--- src/rtl/register_bank_pkg.sv ---
// Shared constants and types for the register bank and the decode/write-back stages.
package register_bank_pkg;

   localparam int DEFAULT_DATA_W = 32;
   localparam int DEFAULT_ADDR_W = 5;
   localparam int ZERO_REG       = 0;
   localparam int NUM_REGS       = 2 ** DEFAULT_ADDR_W;

   typedef logic [DEFAULT_ADDR_W-1:0] reg_idx_t;
   typedef logic [DEFAULT_DATA_W-1:0] data_t;

endpackage

--- src/rtl/register_bank_if.sv ---
// Read/write port bundle of the register bank; master drives indices and write-back, slave returns data.
interface register_bank_if
   import register_bank_pkg::*;
#(
   parameter int DATA_W = DEFAULT_DATA_W,
   parameter int ADDR_W = DEFAULT_ADDR_W
);

   logic [ADDR_W-1:0] Read_Reg1;
   logic [ADDR_W-1:0] Read_Reg2;
   logic [ADDR_W-1:0] Write_Reg;
   logic [DATA_W-1:0] Write_Data;
   logic              RegWrite;
   logic [DATA_W-1:0] Read_Data1;
   logic [DATA_W-1:0] Read_Data2;
   logic [31:0]       Write_Count;

   modport master (
      output Read_Reg1, Read_Reg2, Write_Reg, Write_Data, RegWrite,
      input  Read_Data1, Read_Data2, Write_Count
   );

   modport slave (
      input  Read_Reg1, Read_Reg2, Write_Reg, Write_Data, RegWrite,
      output Read_Data1, Read_Data2, Write_Count
   );

endinterface

--- src/rtl/register_bank_read_port.sv ---
// One combinational read port: zero-register masking, plus write-first bypass when
// REGFILE_BYPASS_EN is defined.
module register_bank_read_port
   import register_bank_pkg::*;
#(
   parameter int DATA_W = DEFAULT_DATA_W,
   parameter int ADDR_W = DEFAULT_ADDR_W
) (
   input  logic [DATA_W-1:0] i_arr_data,
   input  logic [ADDR_W-1:0] i_rd_idx,
   input  logic              i_rst_n,
   input  logic              i_wr_en,
   input  logic [ADDR_W-1:0] i_wr_idx,
   input  logic [DATA_W-1:0] i_wr_data,
   output logic [DATA_W-1:0] o_rd_data
);

   logic w_rd_zero;
   assign w_rd_zero = (i_rd_idx == ADDR_W'(ZERO_REG));

`ifdef REGFILE_BYPASS_EN
   logic w_hit;
   assign w_hit = i_rst_n && i_wr_en && (i_wr_idx != ADDR_W'(ZERO_REG)) && (i_wr_idx == i_rd_idx);

   always_comb begin
      o_rd_data = i_arr_data;
      if (w_rd_zero)  o_rd_data = '0;
      else if (w_hit) o_rd_data = i_wr_data;
   end
`else
   // Write-port inputs only matter for the bypass build.
   logic w_unused_wr;
   assign w_unused_wr = ^{i_rst_n, i_wr_en, i_wr_idx, i_wr_data};

   always_comb begin
      o_rd_data = i_arr_data;
      if (w_rd_zero) o_rd_data = '0;
   end
`endif

endmodule

--- src/rtl/register_bank.sv ---
// 32x32 register file: two async read ports, one sync write port, reg 0 hardwired to zero,
// committed-write counter. Optional write-first bypass via REGFILE_BYPASS_EN.
module register_bank
   import register_bank_pkg::*;
#(
   parameter int DATA_W = DEFAULT_DATA_W,
   parameter int ADDR_W = DEFAULT_ADDR_W
) (
   input  logic           Clock,
   input  logic           Reset_n,
   register_bank_if.slave bus
);

   localparam int DEPTH = 2 ** ADDR_W;

   logic [DATA_W-1:0] r_regs [DEPTH];
   logic [31:0]       r_write_count;
   logic              w_commit;
   logic [DATA_W-1:0] w_arr_data1;
   logic [DATA_W-1:0] w_arr_data2;

   assign w_commit = bus.RegWrite && (bus.Write_Reg != ADDR_W'(ZERO_REG));

   always_ff @(posedge Clock or negedge Reset_n) begin
      if (!Reset_n) begin
         for (int i = 0; i < DEPTH; i++) r_regs[i] <= '0;
         r_write_count <= '0;
      end else if (w_commit) begin
         r_regs[bus.Write_Reg] <= bus.Write_Data;
         r_write_count         <= r_write_count + 32'd1;
      end
   end

   assign w_arr_data1 = r_regs[bus.Read_Reg1];
   assign w_arr_data2 = r_regs[bus.Read_Reg2];

   register_bank_read_port #(.DATA_W(DATA_W), .ADDR_W(ADDR_W)) u_rd_port1 (
      .i_arr_data (w_arr_data1),
      .i_rd_idx   (bus.Read_Reg1),
      .i_rst_n    (Reset_n),
      .i_wr_en    (bus.RegWrite),
      .i_wr_idx   (bus.Write_Reg),
      .i_wr_data  (bus.Write_Data),
      .o_rd_data  (bus.Read_Data1)
   );

   register_bank_read_port #(.DATA_W(DATA_W), .ADDR_W(ADDR_W)) u_rd_port2 (
      .i_arr_data (w_arr_data2),
      .i_rd_idx   (bus.Read_Reg2),
      .i_rst_n    (Reset_n),
      .i_wr_en    (bus.RegWrite),
      .i_wr_idx   (bus.Write_Reg),
      .i_wr_data  (bus.Write_Data),
      .o_rd_data  (bus.Read_Data2)
   );

   assign bus.Write_Count = r_write_count;

endmodule

--- src/flat_wrapper.sv ---
// flat-port wrapper written by rule: the top's interface ports become plain ports
module register_bank_flat import register_bank_pkg::*;
#(
   parameter int DATA_W = DEFAULT_DATA_W,
   parameter int ADDR_W = DEFAULT_ADDR_W
)
  (Clock, Reset_n, bus_Read_Reg1, bus_Read_Reg2, bus_Write_Reg, bus_Write_Data, bus_RegWrite, bus_Read_Data1, bus_Read_Data2, bus_Write_Count);
  register_bank_if #(.DATA_W(DATA_W), .ADDR_W(ADDR_W)) bus_i ();
  input  logic Clock;
  input  logic Reset_n;
  input wire logic [$bits(bus_i.Read_Reg1)-1:0] bus_Read_Reg1;
  input wire logic [$bits(bus_i.Read_Reg2)-1:0] bus_Read_Reg2;
  input wire logic [$bits(bus_i.Write_Reg)-1:0] bus_Write_Reg;
  input wire logic [$bits(bus_i.Write_Data)-1:0] bus_Write_Data;
  input wire logic [$bits(bus_i.RegWrite)-1:0] bus_RegWrite;
  output wire logic [$bits(bus_i.Read_Data1)-1:0] bus_Read_Data1;
  output wire logic [$bits(bus_i.Read_Data2)-1:0] bus_Read_Data2;
  output wire logic [$bits(bus_i.Write_Count)-1:0] bus_Write_Count;
  assign bus_i.Read_Reg1 = bus_Read_Reg1;
  assign bus_i.Read_Reg2 = bus_Read_Reg2;
  assign bus_i.Write_Reg = bus_Write_Reg;
  assign bus_i.Write_Data = bus_Write_Data;
  assign bus_i.RegWrite = bus_RegWrite;
  assign bus_Read_Data1 = bus_i.Read_Data1;
  assign bus_Read_Data2 = bus_i.Read_Data2;
  assign bus_Write_Count = bus_i.Write_Count;
  register_bank #(.DATA_W(DATA_W), .ADDR_W(ADDR_W)) u_core (.Clock(Clock), .Reset_n(Reset_n), .bus(bus_i));
endmodule
--- config.mk ---
export PLATFORM = sky130hd
export DESIGN_NAME = register_bank_flat
export DESIGN_NICKNAME = d
export VERILOG_FILES = /design/src/rtl/register_bank_pkg.sv /design/src/rtl/register_bank_if.sv /design/src/rtl/register_bank_read_port.sv /design/src/rtl/register_bank.sv /design/src/flat_wrapper.sv
export SDC_FILE = /design/constraint.sdc
export NUM_CORES = 2
export LEC_CHECK = 0
export CAP_MARGIN = 25
export CORE_AREA = 3 3 297 299
export CTS_CLUSTER_SIZE = 16
export DETAILED_ROUTE_END_ITERATION = 16
export DIE_AREA = 0 0 300 302
export PLACE_DENSITY = 0.8
export RECOVER_POWER = 50
export SYNTH_ARGS = -nofsm -noshare
export SYNTH_HDL_FRONTEND = slang
export SYNTH_SLANG_ARGS = --single-unit
--- constraint.sdc ---
create_clock -name Clock -period 5.21 [get_ports Clock]
set_input_delay 0.7815 -clock Clock [delete_from_list [all_inputs] [get_ports Clock]]
set_output_delay 0.7815 -clock Clock [all_outputs]
set_load 0.05 [all_outputs]
; After elaboration in Yosys (flattened, before gate mapping)
; Index checks and enable logic that the tools add are counted.
[classes]
addsub = 1
n_lt_le_gt_ge = 4
n_mux = 11
bitwise_logic = 3
n_reduce_logical = 5
[ops]
columns = operator, n
row1 = bitwise mux 1024 bit, 1
row2 = binary-select mux 32 bit (select 5 bit), 2
row3 = 2-to-1 mux 32 bit, 7
row4 = demux 32 bit (select 5 bit), 1
row5 = "adder 32 x 1 -> 32 bit, second input constant", 1
row6 = "greater-or-equal comparator 6 bit, second input constant", 3
row7 = NOT 5 -> 6 bit, 3
row8 = logical NOT 5 bit, 2
row9 = "less-than comparator 6 x 1 -> 1 bit, second input constant", 1
row10 = nonzero test 5 bit, 1
row11 = logical AND 1 bit, 2
[word_totals]
reg_bits = 1056
input_bits = 50
out_inout_bits = 96

; Logic depth before layout (Yosys ltp)
[depth]
ltp_word = 6
depth_mapped = 8

; Hierarchy
; A second synthesis with hierarchy kept.
[hier_totals]
hier_cells = 4804
area_unflattened_um2 = 57486.4
[modules_own_cells]
columns = mod, instances, cells_each, area_each_um2, seq_area_each_um2
row1 = register_bank, 1, 4724, 56843.3, 26425.3
row2 = register_bank_read_port, 2, 40, 321.6, 0.0

; Worst setup path before layout
; OpenSTA, ideal clock, no wires.
[synth_path]
path_kind = input to output
start = input bus_Read_Reg1[1]
end = output bus_Read_Data1[28]
arrival_ns = 2.817
setup_slack_ns = 1.611
path_stages = 8
path_cell_list = clkbuf_1 -> buf_2 -> buf_2 -> buf_2 -> mux4_2 -> mux2_2 -> o21ai_0 -> a31oi_1
[synth_via]
elab_chain_len = 5
word_cells_on_any_way = 6
classes_between = 4 x mux / 1 x bitwise / 1 x reduce/logical
[synth_rtl]
columns = item, line
row1 = from (decl), flat_wrapper.sv:11  ; input wire logic [$bits(bus_i.Read_Reg1)-1:0] bus_Read_Reg1;
row2 = NOT 5 -> 6 bit (implied by the code), register_bank.sv:34  ; assign w_arr_data1 = r_regs[bus.Read_Reg1];
row3 = binary-select mux 32 bit (select 5 bit), register_bank.sv:34
row4 = 2-to-1 mux 32 bit (implied by the code) (2 in a row), register_bank.sv:34
row5 = 2-to-1 mux 32 bit *, register_bank_read_port.sv:37  ; if (w_rd_zero) o_rd_data = '0;
row6 = to (decl), flat_wrapper.sv:16  ; output wire logic [$bits(bus_i.Read_Data1)-1:0] bus_Read_Data1;
; Every way passes the cells marked *; elsewhere a longest branch is shown, timed or not. The select of a mux whose other input is x is not followed.

; Final worst setup path
[layout_path]
start = input bus_Read_Reg2[0]
end = output bus_Read_Data2[24]
[layout_via]
elab_chain_len = 5
word_cells_on_any_way = 6
classes_between = 4 x mux / 1 x bitwise / 1 x reduce/logical
[layout_rtl]
columns = item, line
row1 = from (decl), flat_wrapper.sv:12  ; input wire logic [$bits(bus_i.Read_Reg2)-1:0] bus_Read_Reg2;
row2 = NOT 5 -> 6 bit (implied by the code), register_bank.sv:35  ; assign w_arr_data2 = r_regs[bus.Read_Reg2];
row3 = binary-select mux 32 bit (select 5 bit), register_bank.sv:35
row4 = 2-to-1 mux 32 bit (implied by the code) (2 in a row), register_bank.sv:35
row5 = 2-to-1 mux 32 bit *, register_bank_read_port.sv:37
row6 = to (decl), flat_wrapper.sv:17  ; output wire logic [$bits(bus_i.Read_Data2)-1:0] bus_Read_Data2;
; Marked as above.

==> flow_summary.ini <==
[grt]
grt_use_met1_pct = 50.9
grt-busiest-layer = met2
antenna_found_initial = 11
grt_pass1_vias = 38400
grt_start_max_net_pins = 135
gr-total-overflow = 0
use_met3_pct = 10.1
gr-usage-all-layers_pct = 37.9
grt_pass1_wl_um = 252000
use_met2_pct = 58.0

[synthesis]
synth_top_family_by_area = multiplexers
synth_area_leaders = dfrtp_1, mux2_2, mux4_2
yosysMostFrequentCell = mux2_2
synth_commonest_cells = mux2_2, dfrtp_1, mux4_2, clkbuf_1, buf_2
synthXorXnorAreaFrac_pct = 0.488
syn_inst = 3636
yosys_warnings = 0
synth_fa_ha_area_share_pct = 0.0225
synth_compound_area_share_pct = 2.80
avgSynthCellArea_um2 = 15.3
synthMuxAreaShare_pct = 44.5
synth_edf_count = 0
synth_area_leader_cell = dfrtp_1
ys_seq_elements = 1056
synth-main-ff-cell = dfrtp_1
synth_nets = 3687
netlist_area_um2 = 55700
synth.yosys.seq_area_share_pct = 47.5
synth_top_area_share_pct = 47.5
synth-simple-area-share_pct = 1.62
yosysUniqueCellTypes = 39
synth_async_sr_flop_share_pct = 100

[drt]
ant_nets = 0
drc = 0
wl_um = 169000
vias_per_cell = 7.46
routed-via-count = 36500
drtIter0Drc = 4283
dr.pass1.iters = 7
wl_per_cell_um = 34.6

[timing]
max_freq_mhz = 230
hold_violations = 0
finalCriticalPeriod_ps = 4360
hold_ws_ps = 400
clock_skew_ps = 8.79
period_share_pct = 83.6
setup_viol = 0
grt_setup_unrepaired = false
timing.final.max_slew_violations = 150
slew-limit-headroom_pct = -114
worst_pin_slew_ps = 3210
setup_tns_ps = 0

[setup_path]
cp_slowest_cell = clkdlybuf4s50_1
worstSetupEndpointType = output pin
slowest_delay_ps = 740
path_cells = buf_8 -> buf_4 -> mux4_2 -> mux2_2 -> o21ai_1 -> a21oi_1 -> clkdlybuf4s50_1
worstPathArrival_ps = 3570
cp_max_fo = 46
required_ps = 4430
crit_type = input pin to output pin
reg2reg_depth = 5
critPathLaunchType = input pin

[clock_network]
cts_hold_buf = 0
h-tree-depth = 3
path_clk_slew_ps = 60
root_buffer = clkbuf_16
cts_sinks = 1056
tritoncts = done
cts_inserted_buffers = 111
cts_resized = 0
clockBufferDepth = 3
postCtsSetupBuffers = 0
clock_latency_ps = 680

[power]
power-per-cell-area_nw_per_um2 = 391
p_total_uw = 24400
vdd_drop_max_mv = 0.365
power.leakage_uw = 0.0271

[placed_design]
hpwl_um = 103000
gp_congestion = 0.866
port_buffers = 145
placed_area_um2 = 58400

[floorplanning]
die_area_um2 = 90600
num_rows = 107
die_w_um = 300
pin_count = 146
fp.dieH_um = 302
core_um2 = 85400
start_util_pct = 65.2

[hold_path]
min_path_type = flop to flop
hold_path_depth = 0

[run]
maxCapViolations = 4

[cells_and_area]
regArea_um2 = 26400
nets = 3697
multiInputGateArea_um2 = 27700
area_growth_pct = 12.2
design_area_um2 = 62400
drive_gt1_share_pct = 55.3
fillers = 5257

[run_status]
status = complete, but fails checks
violations = max-capacitance violations, max-slew violations
## path summary, 6_finish.rpt
path                       slack, ps                       from                         end
setup / recovery                 850           bus_Read_Reg2[0]          bus_Read_Data2[24]
hold / removal                   400        u_core.r_regs[1017]         u_core.r_regs[1017]
setup reg to reg                1940  u_core.bus.Write_Count[0]  u_core.bus.Write_Count[21]
hold reg to reg                  400        u_core.r_regs[1017]         u_core.r_regs[1017]
max in group asynchronous       1080                    Reset_n          u_core.r_regs[374]
min in group asynchronous       1120                    Reset_n          u_core.r_regs[753]
## area by class of cell
type | count | area share, %
Tap cell | 1144 | 2.29
Clock inverter | 49 | 0.815
Clock buffer | 157 | 5.13
Antenna cell | 7 | 0.0281
Multi-Input combinational cell | 2168 | 44.3
Sequential cell | 1056 | 42.3
Inverter | 2 | 0.0120
Timing Repair Buffer | 307 | 5.08
## cells by family after synthesis
family / count (synthesis)
compound gates: 259
xor+xnor: 31
fa+ha+maj: 1
buf+inv: 412
flops: 1056
mux: 1696
simple gates: 181
## cells in the final DEF (no fill, tap or decap), drive strengths merged
cell type | netlist | routed
clkinvlp | 0 | 4
nand3b | 4 | 4
buf | 210 | 218
diode | 0 | 7
inv | 2 | 5
dlygate4sd3 | 0 | 2
a21o | 1 | 1
nor3 | 1 | 1
and3 | 5 | 5
xor2 | 4 | 4
nor2 | 39 | 39
ha | 1 | 1
nor2b | 6 | 6
a21oi | 83 | 83
nor4 | 4 | 4
a31oi | 46 | 46
a221oi | 18 | 18
a2111oi | 1 | 1
nand2 | 77 | 77
or2 | 4 | 4
and4 | 5 | 5
nand3 | 16 | 16
xnor2 | 27 | 27
and2 | 2 | 2
nand2b | 3 | 3
mux2i | 82 | 82
clkdlybuf4s50 | 0 | 74
clkinv | 0 | 35
clkbuf | 200 | 170
a22oi | 46 | 46
mux2 | 1102 | 1102
bufinv | 0 | 7
mux4 | 512 | 512
dfrtp | 1056 | 1056
nand4b | 3 | 3
o21ai | 64 | 64
nand4 | 7 | 7
nor3b | 5 | 5
## through the flow
step / instances / util (%) / setup slack, ps
6_report: 4890 / 73.1 / 854
3_5_place_dp: 4661 / 68.4 / 867
5_1_grt: 4887 / 73.1 / 511
2_1_floorplan: 3636 / - / 1610
3_3_place_gp: 4661 / 68.4 / 870
4_1_cts: 4867 / 72.7 / 867
## registers in the layout, summed over array words and instances, names as in the netlist
signal                  count
u_core.bus.Write_Count     32
u_core.r_regs            1024
## metal layers
metal	vias up	part of all wire (%)
li1	14100	-
met1	19500	37
met2	2313	46
met3	569	11
met4	14	5.6
met5	-	0.050
## where the power goes
| part | internal, µW | switching [µW] | total, µW |
|---|---|---|---|
| Combinational | 3070 | 2360 | 5430 |
| Clock | 4630 | 3400 | 8040 |
| Sequential | 9740 | 1200 | 10900 |
## critical path: cells and delay by family
| family | cells | cell delay [ps] |
|---|---|---|
| buffers and inverters | 3 | 1620 |
| muxes | 2 | 830 |
| AOI/OAI and AO/OA | 2 | 270 |
No activity file was read; power rests on OpenSTA's default activity.
